==> src/rtl/hilo_mult_unit_pkg.sv <==
// rtl/hilo_mult_unit_pkg.sv - shared widths, FSM encoding and helpers for the HI/LO multiply unit
package hilo_mult_unit_pkg;

  localparam int WIDTH_DEF = 32;

  typedef enum logic [1:0] {
    S_IDLE = 2'd0,
    S_RUN  = 2'd1,
    S_DONE = 2'd2
  } state_t;

  function automatic int cnt_width(input int w);
    return $clog2(w + 1);
  endfunction

  localparam int CNT_W_DEF = cnt_width(WIDTH_DEF);

endpackage

==> src/rtl/hilo_mult_unit_if.sv <==
// rtl/hilo_mult_unit_if.sv - request/result bundle between datapath and the multiply unit
interface hilo_mult_unit_if #(
  parameter int WIDTH = hilo_mult_unit_pkg::WIDTH_DEF
);
  logic             start;
  logic             signed_op;
  logic [WIDTH-1:0] a;
  logic [WIDTH-1:0] b;
  logic             hisel;
  logic             busy;
  logic             done;
  logic [WIDTH-1:0] hilo_out;

  modport master (
    output start, signed_op, a, b, hisel,
    input  busy, done, hilo_out
  );

  modport slave (
    input  start, signed_op, a, b, hisel,
    output busy, done, hilo_out
  );
endinterface

==> src/rtl/hilo_mult_unit_mult_shift_add.sv <==
// rtl/hilo_mult_unit_mult_shift_add.sv - radix-2 shift-add datapath with iteration counter
module mult_shift_add
  import hilo_mult_unit_pkg::*;
#(
  parameter int WIDTH = WIDTH_DEF
) (
  input  logic               clk,
  input  logic               reset,
  input  logic               load,
  input  logic               step,
  input  logic [WIDTH-1:0]   mcand_in,
  input  logic [WIDTH-1:0]   mult_in,
  output logic [2*WIDTH-1:0] acc,
  output logic               count_zero
);

  localparam int CW = cnt_width(WIDTH);

  logic [WIDTH-1:0] mcand;
  logic [WIDTH-1:0] acc_hi;
  logic [WIDTH-1:0] mult;
  logic [CW-1:0]    count;
  logic [WIDTH:0]   sum;

  // Carry is kept in sum[WIDTH] and shifted into acc_hi, so all-ones operands cannot overflow.
  assign sum        = {1'b0, acc_hi} + (mult[0] ? {1'b0, mcand} : '0);
  assign acc        = {acc_hi, mult};
  assign count_zero = (count == '0);

  always_ff @(posedge clk or posedge reset) begin
    if (reset) begin
      mcand  <= '0;
      acc_hi <= '0;
      mult   <= '0;
      count  <= '0;
    end else if (load) begin
      mcand  <= mcand_in;
      mult   <= mult_in;
      acc_hi <= '0;
      count  <= CW'(WIDTH);
    end else if (step) begin
      acc_hi <= sum[WIDTH:1];
      mult   <= {sum[0], mult[WIDTH-1:1]};
      count  <= count - CW'(1);
    end
  end

endmodule

==> src/rtl/hilo_mult_unit.sv <==
// rtl/hilo_mult_unit.sv - multi-cycle MULT/MULTU unit with HI/LO registers and mfhi/mflo read mux
module hilo_mult_unit
  import hilo_mult_unit_pkg::*;
#(
  parameter int WIDTH = WIDTH_DEF
) (
  input  logic               clk,
  input  logic               reset,
  hilo_mult_unit_if.slave    bus
);

  state_t             state;
  logic               busy_r;
  logic               done_r;
  logic               neg;
  logic [WIDTH-1:0]   hi;
  logic [WIDTH-1:0]   lo;
  logic [WIDTH-1:0]   mag_a;
  logic [WIDTH-1:0]   mag_b;
  logic [2*WIDTH-1:0] acc;
  logic [2*WIDTH-1:0] product;
  logic               count_zero;
  logic               load;
  logic               step;

  // Magnitude of -2^(W-1) wraps to itself, which is the correct unsigned magnitude.
  assign mag_a   = (bus.signed_op & bus.a[WIDTH-1]) ? -bus.a : bus.a;
  assign mag_b   = (bus.signed_op & bus.b[WIDTH-1]) ? -bus.b : bus.b;
  assign load    = (state == S_IDLE) & bus.start;
  assign step    = (state == S_RUN) & ~count_zero;
  assign product = neg ? -acc : acc;

  mult_shift_add #(.WIDTH(WIDTH)) u_core (
    .clk        (clk),
    .reset      (reset),
    .load       (load),
    .step       (step),
    .mcand_in   (mag_a),
    .mult_in    (mag_b),
    .acc        (acc),
    .count_zero (count_zero)
  );

  always_ff @(posedge clk or posedge reset) begin
    if (reset) begin
      state  <= S_IDLE;
      busy_r <= 1'b0;
      done_r <= 1'b0;
      neg    <= 1'b0;
      hi     <= '0;
      lo     <= '0;
    end else begin
      done_r <= 1'b0;
      case (state)
        S_IDLE: begin
          if (bus.start) begin
            neg    <= bus.signed_op & (bus.a[WIDTH-1] ^ bus.b[WIDTH-1]);
            busy_r <= 1'b1;
            state  <= S_RUN;
          end
        end
        S_RUN: begin
          // Counter reaches zero on the last step edge; commit on the following edge.
          if (count_zero) begin
            {hi, lo} <= product;
            done_r   <= 1'b1;
            state    <= S_DONE;
          end
        end
        S_DONE: begin
          busy_r <= 1'b0;
          state  <= S_IDLE;
        end
        default: begin
          busy_r <= 1'b0;
          state  <= S_IDLE;
        end
      endcase
    end
  end

  assign bus.busy     = busy_r;
  assign bus.done     = done_r;
  assign bus.hilo_out = bus.hisel ? hi : lo;

endmodule

==> src/flat_wrapper.sv <==
// flat-port wrapper written by rule: the top's interface ports become plain ports
module hilo_mult_unit_flat import hilo_mult_unit_pkg::*;
#(
  parameter int WIDTH = WIDTH_DEF
)
  (clk, reset, bus_start, bus_signed_op, bus_a, bus_b, bus_hisel, bus_busy, bus_done, bus_hilo_out);
  hilo_mult_unit_if #(.WIDTH(WIDTH)) bus_i ();
  input  logic clk;
  input  logic reset;
  input wire logic [$bits(bus_i.start)-1:0] bus_start;
  input wire logic [$bits(bus_i.signed_op)-1:0] bus_signed_op;
  input wire logic [$bits(bus_i.a)-1:0] bus_a;
  input wire logic [$bits(bus_i.b)-1:0] bus_b;
  input wire logic [$bits(bus_i.hisel)-1:0] bus_hisel;
  output wire logic [$bits(bus_i.busy)-1:0] bus_busy;
  output wire logic [$bits(bus_i.done)-1:0] bus_done;
  output wire logic [$bits(bus_i.hilo_out)-1:0] bus_hilo_out;
  assign bus_i.start = bus_start;
  assign bus_i.signed_op = bus_signed_op;
  assign bus_i.a = bus_a;
  assign bus_i.b = bus_b;
  assign bus_i.hisel = bus_hisel;
  assign bus_busy = bus_i.busy;
  assign bus_done = bus_i.done;
  assign bus_hilo_out = bus_i.hilo_out;
  hilo_mult_unit #(.WIDTH(WIDTH)) u_core (.clk(clk), .reset(reset), .bus(bus_i));
endmodule
==> config.mk <==
export PLATFORM = sky130hd
export DESIGN_NAME = hilo_mult_unit_flat
export DESIGN_NICKNAME = d
export VERILOG_FILES = /design/src/rtl/hilo_mult_unit_pkg.sv /design/src/rtl/hilo_mult_unit_if.sv /design/src/rtl/hilo_mult_unit_mult_shift_add.sv /design/src/rtl/hilo_mult_unit.sv /design/src/flat_wrapper.sv
export SDC_FILE = /design/constraint.sdc
export NUM_CORES = 1
export LEC_CHECK = 0
export CAP_MARGIN = 0
export CORE_ASPECT_RATIO = 0.8
export CORE_UTILIZATION = 40
export CTS_BUF_LIST = sky130_fd_sc_hd__clkbuf_4 sky130_fd_sc_hd__clkbuf_8
export DETAILED_ROUTE_END_ITERATION = 8
export GPL_ROUTABILITY_DRIVEN = 1
export PLACE_DENSITY_LB_ADDON = 0.15
export SYNTH_ARGS = -nofsm -noshare
export SYNTH_HDL_FRONTEND = slang
export SYNTH_SLANG_ARGS = --single-unit
==> constraint.sdc <==
create_clock -name clk -period 5.7 [get_ports clk]
set_input_delay 0.855 -clock clk [delete_from_list [all_inputs] [get_ports clk]]
set_output_delay 0.855 -clock clk [all_outputs]
set_load 0.05 [all_outputs]
* After elaboration in Yosys (flattened, before gate mapping)
Cells that the tools add are included.
** Word-level totals
- Bits in registers :: 171
- Bits of input ports :: 69
- Output and inout port bits :: 34
- Word-level logic and storage cells :: 51
** Cells by class
- $add $sub $neg :: 5
- Equality and inequality tests :: 3
- Mux-type cells :: 18
- Bitwise logic cells :: 8
- Reductions and logical operators :: 7
** Operator list (count)
- $mux 32 :: 8
- $mux 64 :: 1
- $neg 32->32 :: 2
- $neg 64->64 :: 1
- $add 32x33->33 :: 1
- $mux 6 :: 2
- $reduce_and 2->1 :: 4
- $logic_not 6->1 :: 1
- $sub 6x1->6 const B :: 1
- $and 1x1->1 :: 5
- $mux 2 :: 2
- $ne 2x2->1 const B :: 2
- $pmux 2 s2 :: 1
- $mux 1 :: 3
- $eq 2x1->1 const B :: 1
- $logic_not 2->1 :: 1
- $not 1->1 :: 2
- $pmux 1 s2 :: 1
- $reduce_bool 2->1 :: 1
- $xor 1x1->1 :: 1

* Logic depth before layout (Yosys ltp)
- Depth after elaboration :: 5
- Gate-level depth with buffers :: 13
- Mapped depth without buffers :: 11

* Cells and area by module
A second synthesis with hierarchy kept.
** Second synthesis, totals
- Cell total of the unflattened synthesis :: 1315
- Area, all modules :: 11737.5 µm²
** Modules (own cells, without submodules)
- mult_shift_add :: instances 1, cells an instance 632, area each 6163.4 µm², seq. area each 2552.4 µm²
- hilo_mult_unit :: instances 1, cells an instance 683, area each 5574.1 µm², seq. area each 1726.7 µm²

* Least setup slack after synthesis
OpenSTA, ideal clock, no wires.
- Path kind :: input to register
- Start :: input port bus_b[11]
- End :: register u_core.u_core.mult[27]
- Setup time :: 0.141 ns
- Arrival :: 2.918 ns
- Required time :: 5.559 ns
- Path slack :: 2.642 ns
- Stages on the path :: 7
- Buffers on the path :: 0
- Path through :: or4_1 or4_1 nor4b_1 a31oi_1 xor2_1 nor2_1 a31oi_1
** Between the ends
- Cells in the longest elaborated chain, start to end :: 3
** Ends and longest elaborated chain
- start, declared :: line flat_wrapper.sv:13 : input wire logic [$bits(bus_i.b)-1:0] bus_b;
- $neg 32->32 :: line hilo_mult_unit.sv:28 : assign mag_b = (bus.signed_op & bus.b[WIDTH-1]) ? -bus.b : bus.b;
- $mux 32 :: line hilo_mult_unit.sv:28
- $mux 32 :: line hilo_mult_unit_mult_shift_add.sv:36 : end else if (load) begin
- end signal, assigned :: line hilo_mult_unit_mult_shift_add.sv:38 : mult <= mult_in;
- end signal, assigned :: line hilo_mult_unit_mult_shift_add.sv:43 : mult <= {sum[0], mult[WIDTH-1:1]};
- end, declared :: line hilo_mult_unit_mult_shift_add.sv:21 : logic [WIDTH-1:0] mult;
No other way between the ends.
A chain may end at the register's enable or synchronous reset.

* Worst setup path in the final report
- Start :: input port bus_hisel
- End :: output port bus_hilo_out[24]
** Between the ends
- Cells in the longest elaborated chain, start to end :: 1
** Ends and longest elaborated chain
- start, declared :: line flat_wrapper.sv:14 : input wire logic [$bits(bus_i.hisel)-1:0] bus_hisel;
- $mux 32 :: line hilo_mult_unit.sv:84 : assign bus.hilo_out = bus.hisel ? hi : lo;
- end, declared :: line flat_wrapper.sv:17 : output wire logic [$bits(bus_i.hilo_out)-1:0] bus_hilo_out;
No other way between the ends.

==> flow_summary.yaml <==
sta:
  drv_slew: 0
  hold_viol: 0
  fin_crit_sh: 0.649
  fin_tns_setup_ns: 0
  min_period_ns: 3.70
  rsz0062_at_grt: "false"
  worst_pin_slew_ns: 1.16
  final-setup-viol-count: 0
  slew_headroom: 0.228
  fin_skew_ns: 0.0150
  max_freq_mhz: 270
pwr:
  seqPwrFrac: 0.337
  p_int_mw: 3.75
  clkPwrFrac: 0.124
  p_leak_nw: 5.43
  power_density_nw_per_um2: 561
  ir_drop_v: 0.000383
  power.total_mw: 7.44
  p_comb_frac: 0.539
  p_sw_mw: 3.69
  swShare: 0.496
global_routing:
  grt_max_degree: 130
  grt_pass1_vias: 9488
  grt_antenna_before_repair: 0
  gr-total-overflow: 0
  grt_usage: 0.236
  grt_pass1_wl_um: 54100
finish:
  layout-drive-gt1-share: 0.0595
  layout_commonest_cell: "nand2_1"
  diodes: 0
  nets: 1556
  final.fill_count: 2839
  area_growth_pct: 14.7
  final_cell_mix: "232 x nand2_1, 173 x o21ai_0, 170 x dfrtp_1"
route:
  drc_errors: 0
  viasPerCell: 5.58
  vias: 10220
  totalWireLength_um: 33700
  wl_per_cell_um: 18.4
  first_pass_iters: 5
  ant_nets: 0
  drtIter0Drc: 912
placement:
  dp_hpwl_um: 25400
  gp_congestion: 0.928
  numPortBuffers: 102
floorplan:
  die-area_um2: 29600
  initial_core_util: 0.408
  rows: 55
  die_h_um: 154
  io_pins: 103
  die_w_um: 192
  design.core.area_um2: 28400
worst_setup_path:
  slowest_delay_ns: 0.71
  crit_top_cell: "clkdlybuf4s50_1"
  crit_chain: "clkdlybuf4s50_1, buf_4, mux2_2, clkdlybuf4s50_1"
  crit_fanout: 32
  worstPathRequired_ns: 4.85
  end_kind: "output port"
  cp-start-kind: "input pin"
  crit_slowest_cell: "clkdlybuf4s50_1"
  path_class: "input pin to output port"
  cp_data_arrival_time_ns: 2.84
yosys:
  seq_area_frac_synth: 0.370
  syn_area_per_cell_um2: 8.29
  ys_types: 63
  synth_edf_count: 0
  synth_seq_cells: 171
  async_flop_share: 1.00
  yosys.area.top_type: "dfrtp_1"
  synth_warnings: 0
  yosys.area.top_type_share: 0.370
  synth.area.top_cells: "dfrtp_1 37%, nand2_1 7.6%, o21ai_0 7.5%"
  synth_flop_cell: "dfrtp_1"
  syn_nets: 1503
  syn_area_um2: 11600
  syn_inst: 1396
cts:
  clock_path_buffers: 2
  cts_tree: "yes"
  h-tree-depth: 4
  post-cts-setup-buffers: 0
  insertion_delay_ns: 0.48
  cts_inserted_buffers: 17
  path_clk_slew_ns: 0.09
  cts.repair.resized: 0
  root_buffer: "clkbuf_8"
  hold_buffers: 0
  cts_sinks: 171
run:
  drv_cap: 0
worst_hold_path:
  min_path_type: "register to register"
outcome:
  status: "finished, final reports clean"
==> flip-flops by register name, indices dropped and copies added (netlist names) <==
register              flops
u_core.bus.busy           1
u_core.bus.done           1
u_core.hi                32
u_core.lo                32
u_core.neg                1
u_core.state              2
u_core.u_core.acc_hi     32
u_core.u_core.count       6
u_core.u_core.mcand      32
u_core.u_core.mult       32
==> stage by stage <==
step | setup slack (ns) | utilization | std cells | hold slack [ns] | cell area (um^2)
after floorplan | 0.213 | - | 1396 | 0.435 | 11600
after global placement | 1.84 | 0.453 | 1800 | 0.448 | 12800
after detailed placement | 1.78 | 0.453 | 1800 | 0.465 | 12800
after CTS | 1.99 | 0.468 | 1832 | 0.488 | 13300
after global routing | 1.94 | 0.468 | 1832 | 0.505 | 13300
final | 2.00 | 0.468 | 1832 | 0.481 | 13300
==> cell families after synthesis <==
kind of cell / after synthesis / synth area share
multiplexers: 37 / 0.0355
XOR/XNOR: 150 / 0.114
flip-flops: 171 / 0.370
buffers and inverters: 103 / 0.0335
AO/OA/AOI/OAI: 374 / 0.191
AND/OR/NAND/NOR: 523 / 0.215
adder cells (fa/ha/maj): 38 / 0.0418
==> synth_stat cells (all sizes together), types with 2 or more instances <==
library cell    n
nand3b          6
o41ai          20
nand4b          2
a221oi          2
nor2           79
o41a            2
nor3b           2
a21boi          2
a21oi          73
nand2         235
clkbuf         66
a41oi           2
a21o            8
inv            28
nor2b           9
or3            21
and4            2
and3           10
o22ai           2
o211ai          5
mux2           32
mux2i           5
nor4           11
and2           37
nor3           31
ha             37
nand4          10
xor2           91
a31oi          32
dfrtp         171
or2             2
nand3          36
o21bai          5
nor4b           2
nand2b          7
xnor2          59
a211oi          3
or4            17
o21ai         176
o21a            3
o31ai          28
buf             9
==> metal layers <==
layer	GRT usage	part of all wire	vias to the layer above	wire, um
met1	0.381	0.53	4847	17700
met3	0.0491	0.063	35	2120
met2	0.313	0.40	283	13300
met5	0	0	-	0
li1	-	-	5055	-
met4	0.0547	0.014	0	469
==> cell type report <==
class | count | area, um^2 | area share
Inverter | 28 | 110 | 0.00830
Clock inverter | 11 | 130 | 0.00981
Sequential cell | 171 | 4280 | 0.323
Timing Repair Buffer | 109 | 1070 | 0.0809
Multi-Input combinational cell | 1122 | 6920 | 0.522
Tap cell | 370 | 463 | 0.0349
Clock buffer | 21 | 289 | 0.0218
==> path summary, 6_finish.rpt <==
path                       cells past startpoint                        to             startpoint  slack (ns)
max                                            4          bus_hilo_out[24]              bus_hisel        2.00
min                                            2             u_core.lo[14]          u_core.lo[14]        0.48
max reg2reg                                   10  u_core.u_core.acc_hi[25]  u_core.u_core.mult[0]        2.17
min reg2reg                                    2             u_core.lo[14]          u_core.lo[14]        0.48
max in group asynchronous                      3              u_core.hi[4]                  reset        3.67
min in group asynchronous                      2  u_core.u_core.acc_hi[24]                  reset        0.91
==> critical path, delay by kind of cell <==
kind                   cells  cell delay, ns
buffers and inverters      3            1.55
multiplexers               1            0.42
==> power by group through the flow <==
stage	sequential, mW	combinational [mW]	clock, mW
6_report	2.51	4.01	0.923
5_1_grt	2.60	4.47	0.995
4_1_cts	2.50	4.00	0.943
3_5_place_dp	2.52	3.99	0
3_3_place_gp	2.51	3.94	0
2_1_floorplan	2.18	3.01	0
Note: power is estimated with default switching activity, not from simulation.
